<file path="config.mk">
export PLATFORM = sky130hd
export DESIGN_NAME = bus_source_arbiter
export DESIGN_NICKNAME = d
export VERILOG_FILES = /design/src/rtl/bus_pkg.sv /design/src/rtl/bus_source_arbiter_rr_pick.sv /design/src/rtl/bus_source_arbiter.sv
export SDC_FILE = /design/constraint.sdc
export NUM_CORES = 1
export LEC_CHECK = 0
export CORE_MARGIN = 3
export CORE_UTILIZATION = 52
export CTS_BUF_LIST = sky130_fd_sc_hd__clkbuf_4 sky130_fd_sc_hd__clkbuf_8
export CTS_CLUSTER_SIZE = 16
export DETAILED_ROUTE_END_ITERATION = 8
export PLACE_DENSITY_LB_ADDON = 0.05
export SLEW_MARGIN = 20
export SYNTH_ARGS = -nofsm -noshare
export SYNTH_HDL_FRONTEND = slang
export SYNTH_SLANG_ARGS = --single-unit
</file>
<file path="constraint.sdc">
create_clock -name clk -period 11.7 [get_ports clk]
set_input_delay 3.51 -clock clk [delete_from_list [all_inputs] [get_ports clk]]
set_output_delay 3.51 -clock clk [all_outputs]
set_load 0.02 [all_outputs]
</file>
<file path="src/rtl/bus_pkg.sv">
// bus_pkg: shared constants for the internal-bus drive arbitration.
`default_nettype none

package bus_pkg;

  localparam int N_SRC = 25;
  localparam int IDX_W = $clog2(N_SRC);

  localparam int SRC_R0     = 0;
  localparam int SRC_R1     = 1;
  localparam int SRC_R2     = 2;
  localparam int SRC_R3     = 3;
  localparam int SRC_R4     = 4;
  localparam int SRC_R5     = 5;
  localparam int SRC_R6     = 6;
  localparam int SRC_R7     = 7;
  localparam int SRC_R8     = 8;
  localparam int SRC_R9     = 9;
  localparam int SRC_R10    = 10;
  localparam int SRC_R11    = 11;
  localparam int SRC_R12    = 12;
  localparam int SRC_R13    = 13;
  localparam int SRC_R14    = 14;
  localparam int SRC_R15    = 15;
  localparam int SRC_HI     = 16;
  localparam int SRC_LO     = 17;
  localparam int SRC_ZHIGH  = 18;
  localparam int SRC_ZLOW   = 19;
  localparam int SRC_PC     = 20;
  localparam int SRC_MDR    = 21;
  localparam int SRC_INPORT = 22;
  localparam int SRC_RAM    = 23;
  localparam int SRC_C      = 24;

  typedef enum logic [1:0] {
    ST_IDLE = 2'd0,
    ST_OWN  = 2'd1,
    ST_TURN = 2'd2
  } arb_state_t;

endpackage

`default_nettype wire

</file>
<file path="src/rtl/bus_source_arbiter_rr_pick.sv">
// rr_pick: combinational round-robin selector; lowest set request at or above
// the pointer wins, otherwise the lowest set request overall.
`default_nettype none

module rr_pick #(
  parameter int N = 25,
  parameter int W = $clog2(N)
) (
  input  logic [N-1:0] i_req,
  input  logic [W-1:0] i_ptr,
  output logic [W-1:0] o_win,
  output logic         o_any
);

  logic [N-1:0] w_mask;
  logic [W-1:0] w_mask_idx;
  logic [W-1:0] w_req_idx;

  always_comb begin
    w_mask     = i_req & ~((N'(1) << i_ptr) - N'(1));
    w_mask_idx = '0;
    w_req_idx  = '0;
    // Descending scan leaves the lowest set index in each encoder.
    for (int i = N - 1; i >= 0; i--) begin
      if (w_mask[i]) w_mask_idx = W'(i);
      if (i_req[i])  w_req_idx  = W'(i);
    end
    o_win = (|w_mask) ? w_mask_idx : w_req_idx;
    o_any = |i_req;
  end

endmodule

`default_nettype wire

</file>
<file path="src/rtl/bus_source_arbiter.sv">
// bus_source_arbiter: registered round-robin owner of the internal-bus drive
// enables, with a dead cycle between owners and a hold-limit preemption.
`default_nettype none

module bus_source_arbiter #(
  parameter int N_SRC    = bus_pkg::N_SRC,
  parameter int MAX_HOLD = 8,
  parameter int IDX_W    = $clog2(N_SRC)
) (
  input  logic             clk,
  input  logic             clr_n,
  input  logic [N_SRC-1:0] req,
  input  logic             lock,
  output logic [N_SRC-1:0] gnt,
  output logic [IDX_W-1:0] gnt_idx,
  output logic             gnt_valid,
  output logic             preempt
);

  import bus_pkg::*;

  localparam int CNT_W = $clog2(MAX_HOLD + 1);

  arb_state_t       r_state;
  logic [IDX_W-1:0] r_ptr;
  logic [CNT_W-1:0] r_cnt;
  logic [N_SRC-1:0] r_gnt;
  logic [IDX_W-1:0] r_idx;
  logic             r_valid;
  logic             r_preempt;

  logic [IDX_W-1:0] w_win;
  logic             w_any;
  logic [IDX_W-1:0] w_next_ptr;
  logic             w_own_req;
  logic             w_others;
  logic             w_expired;

  rr_pick #(.N(N_SRC), .W(IDX_W)) u_pick (
    .i_req (req),
    .i_ptr (r_ptr),
    .o_win (w_win),
    .o_any (w_any)
  );

  assign w_next_ptr = (w_win == IDX_W'(N_SRC - 1)) ? '0 : w_win + 1'b1;
  assign w_own_req  = |(req & r_gnt);
  assign w_others   = |(req & ~r_gnt);
  assign w_expired  = (r_cnt == CNT_W'(MAX_HOLD));

  always_ff @(posedge clk or negedge clr_n) begin
    if (!clr_n) begin
      r_state   <= ST_IDLE;
      r_ptr     <= '0;
      r_cnt     <= '0;
      r_gnt     <= '0;
      r_idx     <= '0;
      r_valid   <= 1'b0;
      r_preempt <= 1'b0;
    end else begin
      r_preempt <= 1'b0;
      case (r_state)
        ST_IDLE, ST_TURN: begin
          if (w_any) begin
            r_gnt   <= N_SRC'(1) << w_win;
            r_idx   <= w_win;
            r_valid <= 1'b1;
            r_cnt   <= '0;
            r_ptr   <= w_next_ptr;
            r_state <= ST_OWN;
          end else begin
            r_state <= ST_IDLE;
          end
        end
        ST_OWN: begin
          if (!w_expired) r_cnt <= r_cnt + 1'b1;
          // Release wins over expiry, so preempt only fires while the owner still requests.
          if (!w_own_req || (w_expired && !lock && w_others)) begin
            r_gnt     <= '0;
            r_idx     <= '0;
            r_valid   <= 1'b0;
            r_preempt <= w_own_req;
            r_state   <= ST_TURN;
          end
        end
        default: r_state <= ST_IDLE;
      endcase
    end
  end

  assign gnt       = r_gnt;
  assign gnt_idx   = r_idx;
  assign gnt_valid = r_valid;
  assign preempt   = r_preempt;

endmodule

`default_nettype wire
</file>
# Yosys cells after proc, flatten, opt, wreduce, memory -nomap -nowiden
# Index checks and enable logic that the tools add are counted.
[totals]
rom_bits = 0
word_cells = 108
latch_bits = 0
memories = 0
in_bits = 28
ram_bits = 0
out_inout_bits = 32
ff_bits = 43
[op_classes]
multipliers = 0
addsub = 3
bitwise_logic = 5
shift = 2
reduce_logical = 15
n_lt_le_gt_ge = 0
eq_ne = 7
div = 0
muxes = 69
[op_table]
columns = ["operator", "count"]
rows = [
  ["$mux 5", 54],
  ["$reduce_or 25->1", 4],
  ["$and 25x25->25", 3],
  ["$mux 25", 2],
  ["$not 25->25", 2],
  ["$pmux 25 s2", 1],
  ["$shl 1x5->25 const A", 2],
  ["$sub 25x1->25 const B", 1],
  ["$pmux 5 s2", 1],
  ["$mux 4", 2],
  ["$pmux 4 s2", 1],
  ["$reduce_and 3->1", 2],
  ["$add 5x1->5 const B", 1],
  ["$eq 5x5->1 const B", 1],
  ["$mux 1", 5],
  ["$add 4x1->4 const B", 1],
  ["$eq 4x4->1 const B", 1],
  ["$ne 2x2->1 const B", 2],
  ["$pmux 2 s2", 1],
  ["$eq 2x1->1 const B", 1],
  ["$eq 2x2->1 const B", 1],
  ["$logic_and 1x1->1", 2],
  ["$logic_not 1->1", 2],
  ["$logic_not 2->1", 1],
  ["other kinds (7)", 7],
]

# Longest topological paths before layout
[depth]
word_depth = 33
ltp_mapped = 18

# By module
# From an unflattened synthesis, not the netlist that was laid out.
[unflattened]
hier_cells = 431
area_unflattened_um2 = 3525.9
[by_module_without_submodules]
columns = ["mod", "instances", "area_per_inst_um2", "cells_each", "seq_area_each_um2"]
rows = [
  ["bus_source_arbiter", 1, 2180.8, 213, 1076.0],
  ["rr_pick", 1, 1345.0, 218, 0.0],
]

# Least setup slack after synthesis
# OpenSTA, ideal clock, no wires.
[synth_path]
path_type = "input to register"
start = "input req[1]"
end = "register r_ptr[2]"
cell_stages = 11
arrival_time_ns = 5.637
setup_slack_ns = 5.944
path_cell_list = "clkbuf_1 -> a22o_1 -> a311o_1 -> or3b_4 -> nand3b_4 -> o21ai_2 -> a21oi_2 -> inv_1 -> ha_1 -> ha_1 -> a31o_1"
[synth_via]
elab_chain_len = 6
elab_cells_between_ends = 12
[synth_lines]
columns = ["item", "line", "rtl"]
rows = [
  ["start: declaration", "bus_source_arbiter.sv:12", "input logic [N_SRC-1:0] req,"],
  ["parallel branches: the longest is 6 deep, another holds $add 5x1->5", "--", ""],
  ["end signal: assignment", "bus_source_arbiter.sv:69", "r_ptr <= w_next_ptr;"],
  ["end: declaration", "bus_source_arbiter.sv:25", "logic [IDX_W-1:0] r_ptr;"],
]
# Parallel ways; which one is timed is not known.
# A chain may end at the register's enable or synchronous reset.

# Worst setup path after layout
[layout_path]
start = "input req[13]"
end = "register r_gnt[11], in the netlist gnt[11]"
[layout_via]
elab_chain_len = 19
elab_cells_between_ends = 45
[layout_lines]
columns = ["item", "line", "rtl"]
rows = [
  ["$and 25x25->25", "bus_source_arbiter_rr_pick.sv:20", "w_mask = i_req & ~((N'(1) << i_ptr) - N'(1));"],
  ["$mux 5 (14 in series)", "bus_source_arbiter_rr_pick.sv:25", "if (w_mask[i]) w_mask_idx = W'(i);"],
  ["$mux 5", "bus_source_arbiter_rr_pick.sv:28", "o_win = (|w_mask) ? w_mask_idx : w_req_idx;"],
  ["$shl 1x5->25", "bus_source_arbiter.sv:65", "r_gnt <= N_SRC'(1) << w_win;"],
  ["$mux 25", "bus_source_arbiter.sv:64", "if (w_any) begin"],
  ["$pmux 25 s2", "bus_source_arbiter.sv:62", "case (r_state)"],
  ["end signal: assignment", "bus_source_arbiter.sv:65", ""],
  ["end: declaration", "bus_source_arbiter.sv:27", "logic [N_SRC-1:0] r_gnt;"],
]
# Parallel ways exist; a longest one is shown, timed or not. The select of a mux whose other input is x is not followed.

==> impl_metrics.toml <==
[outcome]
status = "completed"

[route]
drt_pre_antenna_iters = 6
ant_nets = 0
drc_errors = 0
routed_wl_um = 11500
drt_iter0_drc = 465
vias_per_cell = 6.76
vias = 3710
routedWlPerCell_um = 21.0

[clocking]
clock_path_buffers = 2
cts_made_buffers = 5
clock_tree.root_cell = "clkbuf_8"
cts_repair_resize_count = 0
clk_pin_slew_worst_paths_ns = 0.10
cts_tree = "yes"
hold_buffers = 0
cts.sinks = 43
htree_levels = 2
cts_setup_buffers = 0
clk_latency_ns = 0.31

[timing]
maxSlewHeadroom_pct = 35.6
fin_worst_skew_ns = 0.0122
hold_viol_final = 0
fin_crit_sh_pct = 57.7
setup_viol = 0
min_period_ns = 6.75
max_freq_ghz = 0.148
slew_violations = 0
worstMarginPinSlew_ns = 0.964
rsz0062_at_grt = "false"
finalSetupTns_ns = 0

[place]
gp_congestion = 1.03
place_hpwl_um = 8810
numPlacedInstances = 541
io_buffers = 59

[critical_path]
reg2reg_from = "r_ptr[4]"
path_max_fanout = 30
crit_chain = "clkdlybuf4s50_1, or4_1, or4b_2, nor2_1, a21o_1, nand2_1, nand2_1, a22o_1"
cp-start-kind = "primary input"
critPathBufInv = 1
end_kind = "flip-flop"
critPathLaunch = "req[13]"
crit_path_max_incr_delay_ns = 0.72
cp.required_ns = 11.94
arrival_ns = 6.99
crit_top_cell = "nand2_1"
worst_path_max_delay_cell = "nand2_1"
worstSetupPathType = "in2reg"
critPathTopFamily = "simple AND/OR/NAND/NOR gates"

[global_routing]
use_met3_pct = 5.49
antenna_found_initial = 0
overflow = 0
grt_pass1_vias = 3432
top_usage_layer = "met2"
grt_max_degree = 44
grt_usage_pct = 31.1
met2_usage_pct = 49.5
grt_use_met1_pct = 43.2
grt_pass1_wl_um = 18200

[synthesis]
yosys.area_share.simple_pct = 24.0
synth_cells = 430
synth-compound-area-share_pct = 34.0
postSynth.asyncResetShare_pct = 100
synth_nets = 467
avgSynthCellArea_um2 = 7.93
seq_area_frac_synth_pct = 31.6
muxShareOfSynthArea_pct = 0
netlist_area_um2 = 3410
synth_edf_count = 0
synth-seq-cells = 43
yosys_warnings = 0
synthXorXnorAreaFrac_pct = 0.514
synth-main-ff-cell = "dfrtp_1"
ys_types = 67
synthAdderAreaFrac_pct = 3.30
synth_top_family_by_area = "compound AO/OA/AOI/OAI gates"

[floorplanning]
die_x_um = 87.0
rows = 28
ios = 60
start_util_pct = 55.6
die_y_um = 87.0
dieArea_um2 = 7560
core_um2 = 6130

[cells_and_area]
drive_above_1_share_pct = 6.54
layout.nets = 510
n_antenna_cell = 0
stdcell_count = 549
area_growth_pct = 19.7

[power_and_ir_drop]
seqPwrFrac_pct = 24.7
intPower_mw = 0.532
clkPwrFrac_pct = 9.1
p_switching_mw = 0.615
power_density_nw_per_um2 = 281
pwr-share-comb_pct = 66.2
p_leak_nw = 1.67
vdd_drop_max_mv = 0.292
netSwitchingFraction_pct = 53.6

[job]
maxCapViolations = 0

[min_path]
hp-class = "reg2reg"
hold_start = "gnt_idx[3]"
routing by layer:
metal	wire length (um)	share of wire, %
met5	0	0
met4	257	2.2
met3	1220	11
met2	5200	45
met1	4830	42
through the flow:
step	util (%)	power [mW]	cell area, um2	hold slack (ns)	setup WS (ns)
floorplan	-	0.800	3410	0.510	5.94
global placement	65.0	1.01	3990	0.463	4.83
detailed placement	65.0	1.03	3990	0.475	4.72
CTS	66.6	1.13	4080	0.500	5.03
global route	66.6	1.23	4080	0.533	4.74
finish	66.6	1.15	4080	0.493	4.95
cell usage after synthesis (5+ instances only):
cell type	number	area [um2]
a22o_1	16	140
nand2b_1	5	31.3
o22ai_1	9	56.3
or2_2	6	37.5
nor4_1	8	50.1
nor2_1	28	105
inv_1	32	120
nand2_1	54	203
o21ai_0	36	180
nor3_1	9	45.0
ha_1	9	113
nand3_1	10	50.1
clkbuf_1	16	60.1
o21a_1	5	37.5
o21bai_1	5	37.5
a211oi_1	7	52.6
a22oi_1	11	82.6
a21oi_1	19	95.1
o31ai_1	6	45.0
or3_1	5	31.3
o211ai_1	8	60.1
dfrtp_1	43	1080
buf_2	6	30.0
logic make-up after synthesis:
| group | count (synthesis) |
|---|---|
| XOR/XNOR | 2 |
| AO/OA/AOI/OAI | 164 |
| AND/OR/NAND/NOR | 156 |
| adder cells (fa/ha/maj) | 9 |
| buffers and inverters | 56 |
| flip-flops | 43 |
sequential cells by signal (all words and copies together), names as in the netlist:
register	flops
r_state	2
gnt_valid	1
r_cnt	4
gnt_idx	5
gnt	25
preempt	1
r_ptr	5
path summary, 6_finish.rpt:
kind | to | slack, ns | cells past startpoint
max | gnt[11] | 4.95 | 8
min | gnt_idx[3] | 0.49 | 2
max reg2reg | r_ptr[4] | 6.61 | 15
min reg2reg | gnt_idx[3] | 0.49 | 2
max in group asynchronous | gnt_valid | 7.76 | 1
min in group asynchronous | gnt[14] | 3.33 | 1
placed cells by master (no fill, tap or decap), drive strengths merged, types with 6 or more instances in the layout:
| cell type | count |
|---|---|
| nand3 | 10 |
| o21ai | 41 |
| o211ai | 8 |
| nor3 | 9 |
| dfrtp | 43 |
| a211oi | 7 |
| a22o | 16 |
| o31ai | 6 |
| nand2 | 55 |
| clkdlybuf4s50 | 58 |
| a21oi | 21 |
| nor2 | 28 |
| inv | 36 |
| o22ai | 10 |
| or2 | 7 |
| ha | 9 |
| nor4 | 8 |
| a22oi | 11 |
final cells by class:
class | instances | area, um2
flip-flops and latches | 43 | 1080
clock inverters | 3 | 26.3
multi-input cells | 331 | 2110
clock buffers | 5 | 68.8
repair buffers | 59 | 586
well taps | 75 | 93.8
fillers | 514 | 2050
inverters | 33 | 124
worst register-to-register path: cells and delay by family, from the launching register on:
kind                     cells  cell delay, ns
AO/OA/AOI/OAI                5            1.38
adder cells (fa/ha/maj)      2            0.68
buffers and inverters        1            0.14
flip-flops                   1            0.69
AND/OR/NAND/NOR              7            2.07
power by group through the flow:
stage / registers [mW] / logic, mW / clock network, mW
2_1_floorplan: 0.254 / 0.546 / 0
3_3_place_gp: 0.281 / 0.734 / 0
3_5_place_dp: 0.283 / 0.743 / 0
4_1_cts: 0.280 / 0.748 / 0.106
5_1_grt: 0.293 / 0.827 / 0.111
6_report: 0.283 / 0.759 / 0.105
Power figures use the tool's default switching activity.
==> RTL change, RTL diff (same flow settings) <==
`N_SRC`: 25 -> 50.
--- a/src/rtl/bus_pkg.sv
+++ b/src/rtl/bus_pkg.sv
@@ -3,7 +3,7 @@
 
 package bus_pkg;
 
-  localparam int N_SRC = 25;
+  localparam int N_SRC = 50;
   localparam int IDX_W = $clog2(N_SRC);
 
   localparam int SRC_R0     = 0;
Interface: changed (resized gnt, gnt_idx and req); port bits go from 60 to 111. The function was not compared with the original's and may differ.
==> RTL change against the unedited design <==
Die area increased by 77%; first-iteration DRC count rose to 3.7 times the old value; register-to-register slack worse by 0.93 ns; power up 58%; synthesized area rose by 84%; hold slack better by 0.045 ns; wire length grew to 2.6 times the old value; sequential cell count grew 27; worst setup slack worse by 0.65 ns; sequential share of layout area fell by 3.3 points; design area increased by 86%; final cell count rose by 92%; via count increased by 110%; critical path type unchanged.
==> RTL change: results (changes against the unedited design) <==
Synthesis
  • Post-synthesis sequential area ratio: 28.0% (was 31.6%)
  • Commonest cells in the netlist: nand2_1 (103), dfrtp_1 (70), o21ai_0 (70) (was nand2_1 (54), dfrtp_1 (43), o21ai_0 (36))
  • Synth Area in Compound Gates: 32.5% (was 34.0%)
  • Post-synthesis mux area share: 2.28% (was 0%)
  • Xor-xnor portion of the synthesized cell area: 0.560% (was 0.514%)
  • Post-synthesis adder-cell area fraction: 1.80% (was 3.30%)
  • Yosys cell types: 96 (was 67)
  • YS warnings: 0 (unchanged)
  • Main area contributors after synthesis: dfrtp_1 (28%), nand2_1 (6.2%), o21ai_0 (5.6%) (was dfrtp_1 (32%), nand2_1 (5.9%), o21ai_0 (5.3%))

Critical path
  • Reg2Reg Capture Point: r_ptr[5] (was r_ptr[4])
  • Max FO, Critical Path: 6 (was 30)
  • RR Startpoint: r_ptr[0] (was r_ptr[4])
  • R2R cell count: 18 (was 15)
  • Worst EP arrival: 7.63 ns (was 6.99 ns)
  • Worst path slowest cell: clkdlybuf4s50_1 (was nand2_1)
  • FF-to-FF setup slack: 5.68 ns (was 6.61 ns)
  • Max incr delay on CP: 0.74 ns (was 0.72 ns)

Placement
  • DP Area: 7380 um2 (was 3990 um2)
  • IO buf count: 110 (was 59)
  • Dpl hpwl: 22,100 um (was 8810 um)
  • Gpl congestion: 1.06 (was 1.03)

GRT
  • GR Util met3: 8.51% (was 5.49%)
  • GR Util met1: 57.6% (was 43.2%)
  • Vias in the first global route: 7,248 (was 3,432)
  • First-pass GRT wire length: 43,500 um (was 18,200 um)
  • GR Util met2: 65.3% (was 49.5%)
  • Gr usage total: 43.1% (was 31.1%)
  • Largest net degree at the start of global routing: 71 (was 44)

Clocking
  • Clock buffer count from CTS: 9 (was 5)
  • Clk slew on worst S/H paths: 0.08 ns (was 0.10 ns)
  • Clk_lat worst skew: 0.36 ns (was 0.31 ns)
  • Clk buf depth: 2 (unchanged)
  • H-tree depth: 3 (was 2)

STA
  • Skew final: 0.00948 ns (was 0.0122 ns)
  • Worst slew pin tran: 0.965 ns (was 0.964 ns)

Routing
  • Iter 0 DRT Violations: 1,707 (was 465)
  • Vias: 7,906 (was 3,710)
  • Total wire length: 29,400 um (was 11,500 um)

Worst hold path
  • Hold Crit Start: gnt_idx[1] (was gnt_idx[3])
  • Hold depth: 2 (unchanged)
  • Hold endpoint: gnt_idx[1] (was gnt_idx[3])

Final layout
  • Largest register FFs: 50 (was 25)
  • Fin nets: 966 (was 510)
  • Layout cell share with drive strength beyond 1: 7.70% (was 6.54%)
  • # fillers: 950 (was 514)

Power
  • Worst IR drop on VDD: 0.206 mV (was 0.292 mV)
  • P_leak: 3.02 nW (was 1.67 nW)

Outcome
  • Status: finished clean (unchanged)
-- RTL change: cell types whose count changed after synthesis, sizes merged, moves of 18 or more --
cell / before / now
o22ai: 10 / 29
o21ai: 41 / 92
inv: 33 / 62
a21oi: 21 / 39
nand2: 55 / 103
nand3: 10 / 31
nor2: 28 / 46
buf: 7 / 26
dfrtp: 43 / 70
-- RTL change: area by class of cell --
class                      count  share of cell area, %
timing repair buffer         118                   15.4
sequential                    70                   23.0
clock inverter                 6                  0.905
tap                          143                   2.35
clock buffer                  10                   1.81
multi-input combinational    642                   53.4
inverter                      63                   3.11
-- RTL change: layer usage --
metal | vias to the layer above | share of wire [%]
li1 | 3234 | -
met1 | 3734 | 36
met2 | 751 | 42
met3 | 187 | 14
met4 | 0 | 7.4
met5 | - | 0
-- RTL change: worst max-delay path by stage --
stage / from / end
6_report: req[12] / r_ptr[5]
3_5_place_dp: req[12] / r_ptr[5]
2_1_floorplan: req[12] / r_ptr[5]
4_1_cts: req[12] / r_ptr[5]
5_1_grt: req[12] / r_ptr[5]
3_3_place_gp: req[12] / gnt[15]
-- RTL change: through the flow --
stage / utilization (%) / hold WS (ns) / worst slack [ns] / cells / power, W
after floorplan: - / 0.505 / 5.31 / 813 / 0.00117
after global placement: 63.5 / 0.462 / 4.26 / 1035 / 0.00150
after detailed placement: 63.5 / 0.469 / 4.11 / 1035 / 0.00152
after CTS: 65.3 / 0.534 / 4.43 / 1051 / 0.00174
after global routing: 65.5 / 0.546 / 4.30 / 1052 / 0.00190
final: 65.5 / 0.538 / 4.30 / 1052 / 0.00181
-- RTL change: power breakdown --
part           leakage (nW)  total, W  switching [W]  internal, W
clock network         0.103  0.000205      0.0000995     0.000106
logic                  1.97   0.00125       0.000839     0.000414
registers             0.953  0.000354      0.0000650     0.000289
